==> src/rtl/winograd_acc.sv <==
// winograd_acc: LANES parallel 3-tap convolutions sharing one filter, computed in
// Winograd F(2,3) form (4 multiplies per lane) and accumulated across input channels.
// Pipeline: S1 input registers, S2 transform + multiply, S3 accumulate, S4 output hold.
module winograd_acc #(
   parameter int DATA_W = 8,
   parameter int WGT_W  = 4,
   parameter int LANES  = 4,
   parameter int ACC_W  = 24
) (
   input  logic              clk_i,
   input  logic              rst_i,
   input  logic              signed_i,
   input  logic              in_valid_i,
   output logic              in_ready_o,
   input  logic              in_last_i,
   input  logic [DATA_W-1:0] data_i [LANES][4],
   input  logic [WGT_W-1:0]  wgt_i  [3],
   output logic              out_valid_o,
   input  logic              out_ready_i,
   output logic [ACC_W-1:0]  out_o  [LANES][2],
   output logic              ovf_o
);

   // Internal math width: ACC_W >= DATA_W+WGT_W+4 makes ACC_W+2 wide enough for the
   // 2x-scaled products and their three-term sums without any loss.
   localparam int MW = ACC_W + 2;

   logic advance;

   logic              s1_valid, s1_last, s1_signed;
   logic [DATA_W-1:0] s1_data [LANES][4];
   logic [WGT_W-1:0]  s1_wgt  [3];

   logic signed [MW-1:0] filt [4];
   logic signed [MW-1:0] dtr  [LANES][4];
   logic signed [MW-1:0] prod [LANES][4];

   logic                 s2_valid, s2_last, s2_signed;
   logic signed [MW-1:0] s2_prod [LANES][4];

   logic [ACC_W-1:0] contrib [LANES][2];
   logic [ACC_W:0]   sum_ext [LANES][2];
   logic             add_ovf;

   logic             s3_valid, s3_last, acc_load;
   logic [ACC_W-1:0] acc [LANES][2];

   function automatic logic signed [MW-1:0] ext_data(input logic [DATA_W-1:0] v, input logic sgn);
      return {{(MW-DATA_W){sgn & v[DATA_W-1]}}, v};
   endfunction

   function automatic logic signed [MW-1:0] ext_wgt(input logic [WGT_W-1:0] v, input logic sgn);
      return {{(MW-WGT_W){sgn & v[WGT_W-1]}}, v};
   endfunction

   // The whole pipeline stalls only when a finished result is waiting and not taken.
   assign advance    = !(out_valid_o && !out_ready_i);
   assign in_ready_o = advance;

   // S1 control: capture beat valid/last/sign; bubbles enter as invalid slots.
   always_ff @(posedge clk_i) begin
      if (rst_i) begin
         s1_valid  <= 1'b0;
         s1_last   <= 1'b0;
         s1_signed <= 1'b0;
      end else if (advance) begin
         s1_valid  <= in_valid_i;
         s1_last   <= in_last_i;
         s1_signed <= signed_i;
      end
   end

   // S1 datapath: operand registers, no reset needed since valid bits qualify them.
   always_ff @(posedge clk_i) begin
      if (advance) begin
         s1_data <= data_i;
         s1_wgt  <= wgt_i;
      end
   end

   // Filter transform scaled by 2 so the usual halves of g0+-g1+g2 stay integral.
   always_comb begin
      filt[0] = ext_wgt(s1_wgt[0], s1_signed) <<< 1;
      filt[1] = ext_wgt(s1_wgt[0], s1_signed) + ext_wgt(s1_wgt[1], s1_signed)
              + ext_wgt(s1_wgt[2], s1_signed);
      filt[2] = ext_wgt(s1_wgt[0], s1_signed) - ext_wgt(s1_wgt[1], s1_signed)
              + ext_wgt(s1_wgt[2], s1_signed);
      filt[3] = ext_wgt(s1_wgt[2], s1_signed) <<< 1;
   end

   // Data transform and the four element-wise multiplies per lane.
   always_comb begin
      for (int l = 0; l < LANES; l++) begin
         dtr[l][0] = ext_data(s1_data[l][0], s1_signed) - ext_data(s1_data[l][2], s1_signed);
         dtr[l][1] = ext_data(s1_data[l][1], s1_signed) + ext_data(s1_data[l][2], s1_signed);
         dtr[l][2] = ext_data(s1_data[l][2], s1_signed) - ext_data(s1_data[l][1], s1_signed);
         dtr[l][3] = ext_data(s1_data[l][1], s1_signed) - ext_data(s1_data[l][3], s1_signed);
         for (int k = 0; k < 4; k++) begin
            prod[l][k] = dtr[l][k] * filt[k];
         end
      end
   end

   // S2 control: product-stage valid/last/sign tracking.
   always_ff @(posedge clk_i) begin
      if (rst_i) begin
         s2_valid  <= 1'b0;
         s2_last   <= 1'b0;
         s2_signed <= 1'b0;
      end else if (advance) begin
         s2_valid  <= s1_valid;
         s2_last   <= s1_last;
         s2_signed <= s1_signed;
      end
   end

   // S2 datapath: product registers.
   always_ff @(posedge clk_i) begin
      if (advance) begin
         s2_prod <= prod;
      end
   end

   // Output transform with the exact divide-by-2, running sums and overflow detection.
   always_comb begin
      add_ovf = 1'b0;
      for (int l = 0; l < LANES; l++) begin
         contrib[l][0] = ACC_W'((s2_prod[l][0] + s2_prod[l][1] + s2_prod[l][2]) >>> 1);
         contrib[l][1] = ACC_W'((s2_prod[l][1] - s2_prod[l][2] - s2_prod[l][3]) >>> 1);
         for (int e = 0; e < 2; e++) begin
            sum_ext[l][e] = {1'b0, acc[l][e]} + {1'b0, contrib[l][e]};
            if (s2_signed) begin
               if ((acc[l][e][ACC_W-1] == contrib[l][e][ACC_W-1]) &&
                   (sum_ext[l][e][ACC_W-1] != acc[l][e][ACC_W-1])) begin
                  add_ovf = 1'b1;
               end
            end else if (sum_ext[l][e][ACC_W]) begin
               add_ovf = 1'b1;
            end
         end
      end
   end

   // S3: load on the first beat of an accumulation, add afterwards; overflow is sticky.
   always_ff @(posedge clk_i) begin
      if (rst_i) begin
         s3_valid <= 1'b0;
         s3_last  <= 1'b0;
         acc_load <= 1'b1;
         ovf_o    <= 1'b0;
         for (int l = 0; l < LANES; l++) begin
            for (int e = 0; e < 2; e++) begin
               acc[l][e] <= '0;
            end
         end
      end else if (advance) begin
         s3_valid <= s2_valid;
         s3_last  <= s2_last;
         if (s2_valid) begin
            acc_load <= s2_last;
            if (!acc_load && add_ovf) begin
               ovf_o <= 1'b1;
            end
            for (int l = 0; l < LANES; l++) begin
               for (int e = 0; e < 2; e++) begin
                  acc[l][e] <= acc_load ? contrib[l][e] : sum_ext[l][e][ACC_W-1:0];
               end
            end
         end
      end
   end

   // S4: hold the finished sum until taken; a new one may replace it in the drain cycle.
   always_ff @(posedge clk_i) begin
      if (rst_i) begin
         out_valid_o <= 1'b0;
         for (int l = 0; l < LANES; l++) begin
            for (int e = 0; e < 2; e++) begin
               out_o[l][e] <= '0;
            end
         end
      end else if (advance) begin
         out_valid_o <= s3_valid && s3_last;
         if (s3_valid && s3_last) begin
            out_o <= acc;
         end
      end
   end

endmodule

==> config.mk <==
export PLATFORM = sky130hd
export DESIGN_NAME = winograd_acc
export DESIGN_NICKNAME = d
export VERILOG_FILES = /design/src/rtl/winograd_acc.sv
export SDC_FILE = /design/constraint.sdc
export NUM_CORES = 2
export LEC_CHECK = 0
export CORE_MARGIN = 2
export CORE_UTILIZATION = 30
export DETAILED_ROUTE_END_ITERATION = 16
export PLACE_DENSITY = 0.48
export SLEW_MARGIN = 20
export SYNTH_ARGS = -nofsm -noshare
export SYNTH_HDL_FRONTEND = slang
export SYNTH_SLANG_ARGS = --single-unit
==> constraint.sdc <==
create_clock -name clk_i -period 35.9 [get_ports clk_i]
set_input_delay 10.77 -clock clk_i [delete_from_list [all_inputs] [get_ports clk_i]]
set_output_delay 10.77 -clock clk_i [all_outputs]
set_load 0.02 [all_outputs]
==> impl_results.md <==
- Final total negative setup slack: 0 ns
- Buffers from clock root to sink, at most: 3
- Number of max-capacitance violations reported: 0
- Largest fanout on the critical path: 45
- Average via count per standard cell: approximately 4.8
- Post-route ant nets: 0
- Met2 WL post-DR: about 110 mm
- Clock Tree Root: sky130_fd_sc_hd__clkbuf_16
- Post-synthesis to final-layout area growth: 13.87%
- Count of instances resized after the clock tree is built: 0
- Number of clock sinks: 789
- Status: complete, no violations
- Clock slew seen by the registers of the worst setup and hold paths: 0.06 ns
- Number of violations reported at the end of detailed-routing iteration 0: 3685
- End of the worst register-to-register path: s2_prod[171]$_DFFE_PN_
- Number of unique standard cell types used by synthesis: 89
- Skew-Pair Late Insertion Delay: 0.77 ns
- Area of the mapped netlist: 0.08342 mm^2
- Arrival time reported for the critical path endpoint: about 13 ns
- Total met3 wirelength after detailed routing: ~12 mm
- Antenna violations before repair: 20
- Most common cell after layout, fill and taps aside: sky130_fd_sc_hd__inv_1
- Total grt overflow: 0
- Number of design rule violations left after detail routing: 0
- Gr usage total: 0.1756
- Nature of the critical path endpoint: output port
- Worst slew pin tran: ~1.2 ns
- Final Max Tran Viols: 0
- Die span in y: ~530 um
- Min-delay src: out_o[134]$_SDFFE_PP0P_
- Synthesized Nets: 11140
- Highest clock frequency the design can meet: 0.04261 GHz
- Pre-Repair DR Iteration Count: 6
- Final hold violation count: 0
- Hold Worst Slack: 0.4518 ns
- Number of register bits inferred by synthesis: between 700 and 800
- Average wire per cell in the routed design: 19.03 um
- Vias in the first global route: 64130
- Chip Width: 531.3 um
- Required time of the worst setup path: 25.13 ns
- Cell Rows: 193
- Initial core utilization: 0.3017
- Most used flip-flop cell after synthesis: sky130_fd_sc_hd__dfxtp_1
- Worst slew slack as a fraction of its limit: 0.2260
- Final routed wirelength across all metal layers: 251.6 mm
- Ratio of final minimum period to clock period: 0.6537
- Critical path start-end classification: input pin to output port
- Setup Skew: roughly 0.053 ns
- Length of routed wiring on met1: 128.2 mm
- Sequential fraction of the synthesis area: 0.2366
- Hold-critical path depth: 2
- Hold-critical path endpoint: out_o[134]$_SDFFE_PP0P_
- Setup ws final: 12.43 ns
- Number of buffers inserted by post-CTS setup repair: 0
- Wire length of the first global-routing pass: 387.0 mm
- Kind of start point of the critical path: input pin
- Number of H-tree levels: 3
- Standard cell core area: 0.2765 mm^2
- Cells on worst reg2reg path: 29
- Number of flops mapped to enable cells by yosys: 394
- Final critical-path required period: 23.47 ns
- Total number of nets in the final design: 11380
- Total via count after detailed routing: ~63000
- DPL Wire Length: 205.2 mm
- Share of flip-flops with an asynchronous set or reset: 0
- Die area: 0.2823 mm^2
- Commonest non-fill, non-tap cells in the layout: 1241 x sky130_fd_sc_hd__inv_1, 1005 x sky130_fd_sc_hd__nand2_1, 956 x sky130_fd_sc_hd__ha_1
- Fraction of layout cells with a size suffix above 1: 0.03741
- Gp weighted congestion: 0.8776
- Number of hold buffers added after CTS: 0
- Uppermost layer routed: met5
- Boundary Pins: about 340
- Port Buf Inserts: 340
- YS warnings: 0
- CTS tree: built
- RSZ-0062 raised after global routing: false
- Mean Syn Cell Area: 9.085 um^2
- Launching point of the worst reg2reg path: s1_signed$_SDFFE_PP0N_
- Worst hold path class: register to register
- Final count of negative-setup-slack endpoints: 0
- Number of buffers created by CTS: between 100 and 150
- Minimum setup slack among reg-to-reg paths: 26.63 ns
- Gate Count Post-Synth: 9182
- Post-placement setup slack: roughly 12 ns
- Maximum number of pins on one net before global-route repair: 153
## stage by stage
stage / util / area, um^2 / instances
after floorplan: - / 83420 / 9182
after global placement: 0.3297 / 91160 / 13030
after detailed placement: 0.3297 / 91160 / 13030
after CTS: 0.3435 / 94980 / 13220
after global routing: 0.3435 / 94980 / 13220
final: 0.3435 / 94990 / 13220
## critical path, stage by stage
cell and delay, ns:
sky130_fd_sc_hd__clkdlybuf4s50_1 0.43, sky130_fd_sc_hd__nor2b_2 0.54, sky130_fd_sc_hd__inv_8 0.26, sky130_fd_sc_hd__clkdlybuf4s50_1 0.64
## sequential cells by signal (all words and copies together), names as in the netlist
signal       flops
acc            192
acc_load         1
filt             8
out_o          192
out_valid_o      1
ovf_o            1
s1_data        128
s1_last          1
s1_signed        1
s1_valid         1
s1_wgt           4
s2_last          1
s2_prod        254
s2_signed        1
s2_valid         1
s3_last          1
s3_valid         1
## per-layer routing
layer  global-route usage  vias to the layer above
li1                     -                    30910
met1               0.2609                    31130
met2               0.2671                     1191
met3              0.02559                      224
met4              0.03800                        8
met5                    0                        -
## cell type report
type                       count  area, um^2
antenna                        4       10.01
tap                         3705        4636
fill                       28430      181500
sequential                   789       19740
inverter                    1252        4708
clock buffer                 120        2744
multi-input combinational   6869       58110
timing repair buffer         410        3959
clock inverter                75        1076
## cell families after synthesis
group | count (synthesis) | share of synthesized area
muxes | 37 | 0.004515
xor gates and xnor gates | 648 | 0.06803
DFF | 789 | 0.2366
adders and majority gates | 1812 | 0.3488
and+or+nand+nor | 2574 | 0.1403
buffers and inverters | 1524 | 0.06862
AOI/OAI and AO/OA | 1798 | 0.1331
## worst max-delay path by stage
stage / from / depth (start not counted) / endpoint
2_1_floorplan: out_ready_i / 4 / in_ready_o
3_3_place_gp: out_ready_i / 4 / in_ready_o
3_5_place_dp: out_ready_i / 4 / in_ready_o
4_1_cts: out_ready_i / 4 / in_ready_o
5_1_grt: out_ready_i / 4 / in_ready_o
6_report: out_ready_i / 4 / in_ready_o
## cells in the mapped netlist, drive strengths merged, types with 63 or more instances
| cell | count | area, um^2 |
|---|---|---|
| nor2b | 90 | 563.0 |
| o21bai | 120 | 900.9 |
| clkbuf | 258 | 968.4 |
| nand2 | 1006 | 3776 |
| a21oi | 731 | 3662 |
| nor3 | 153 | 765.7 |
| xor2 | 166 | 1454 |
| a211oi | 104 | 798.3 |
| nand3 | 63 | 315.3 |
| nand2b | 123 | 769.5 |
| ha | 956 | 11960 |
| inv | 1244 | 4669 |
| edfxtp | 394 | 11830 |
| o21a | 64 | 480.5 |
| dfxtp | 395 | 7908 |
| nor2 | 669 | 2511 |
| xnor2 | 482 | 4222 |
| o21ai | 334 | 1672 |
| and2 | 291 | 1821 |
| a21o | 154 | 1156 |
| fa | 856 | 17140 |
Power is not shown: default switching activity piles up to over one toggle a cycle in this logic, so the estimate is an artifact.
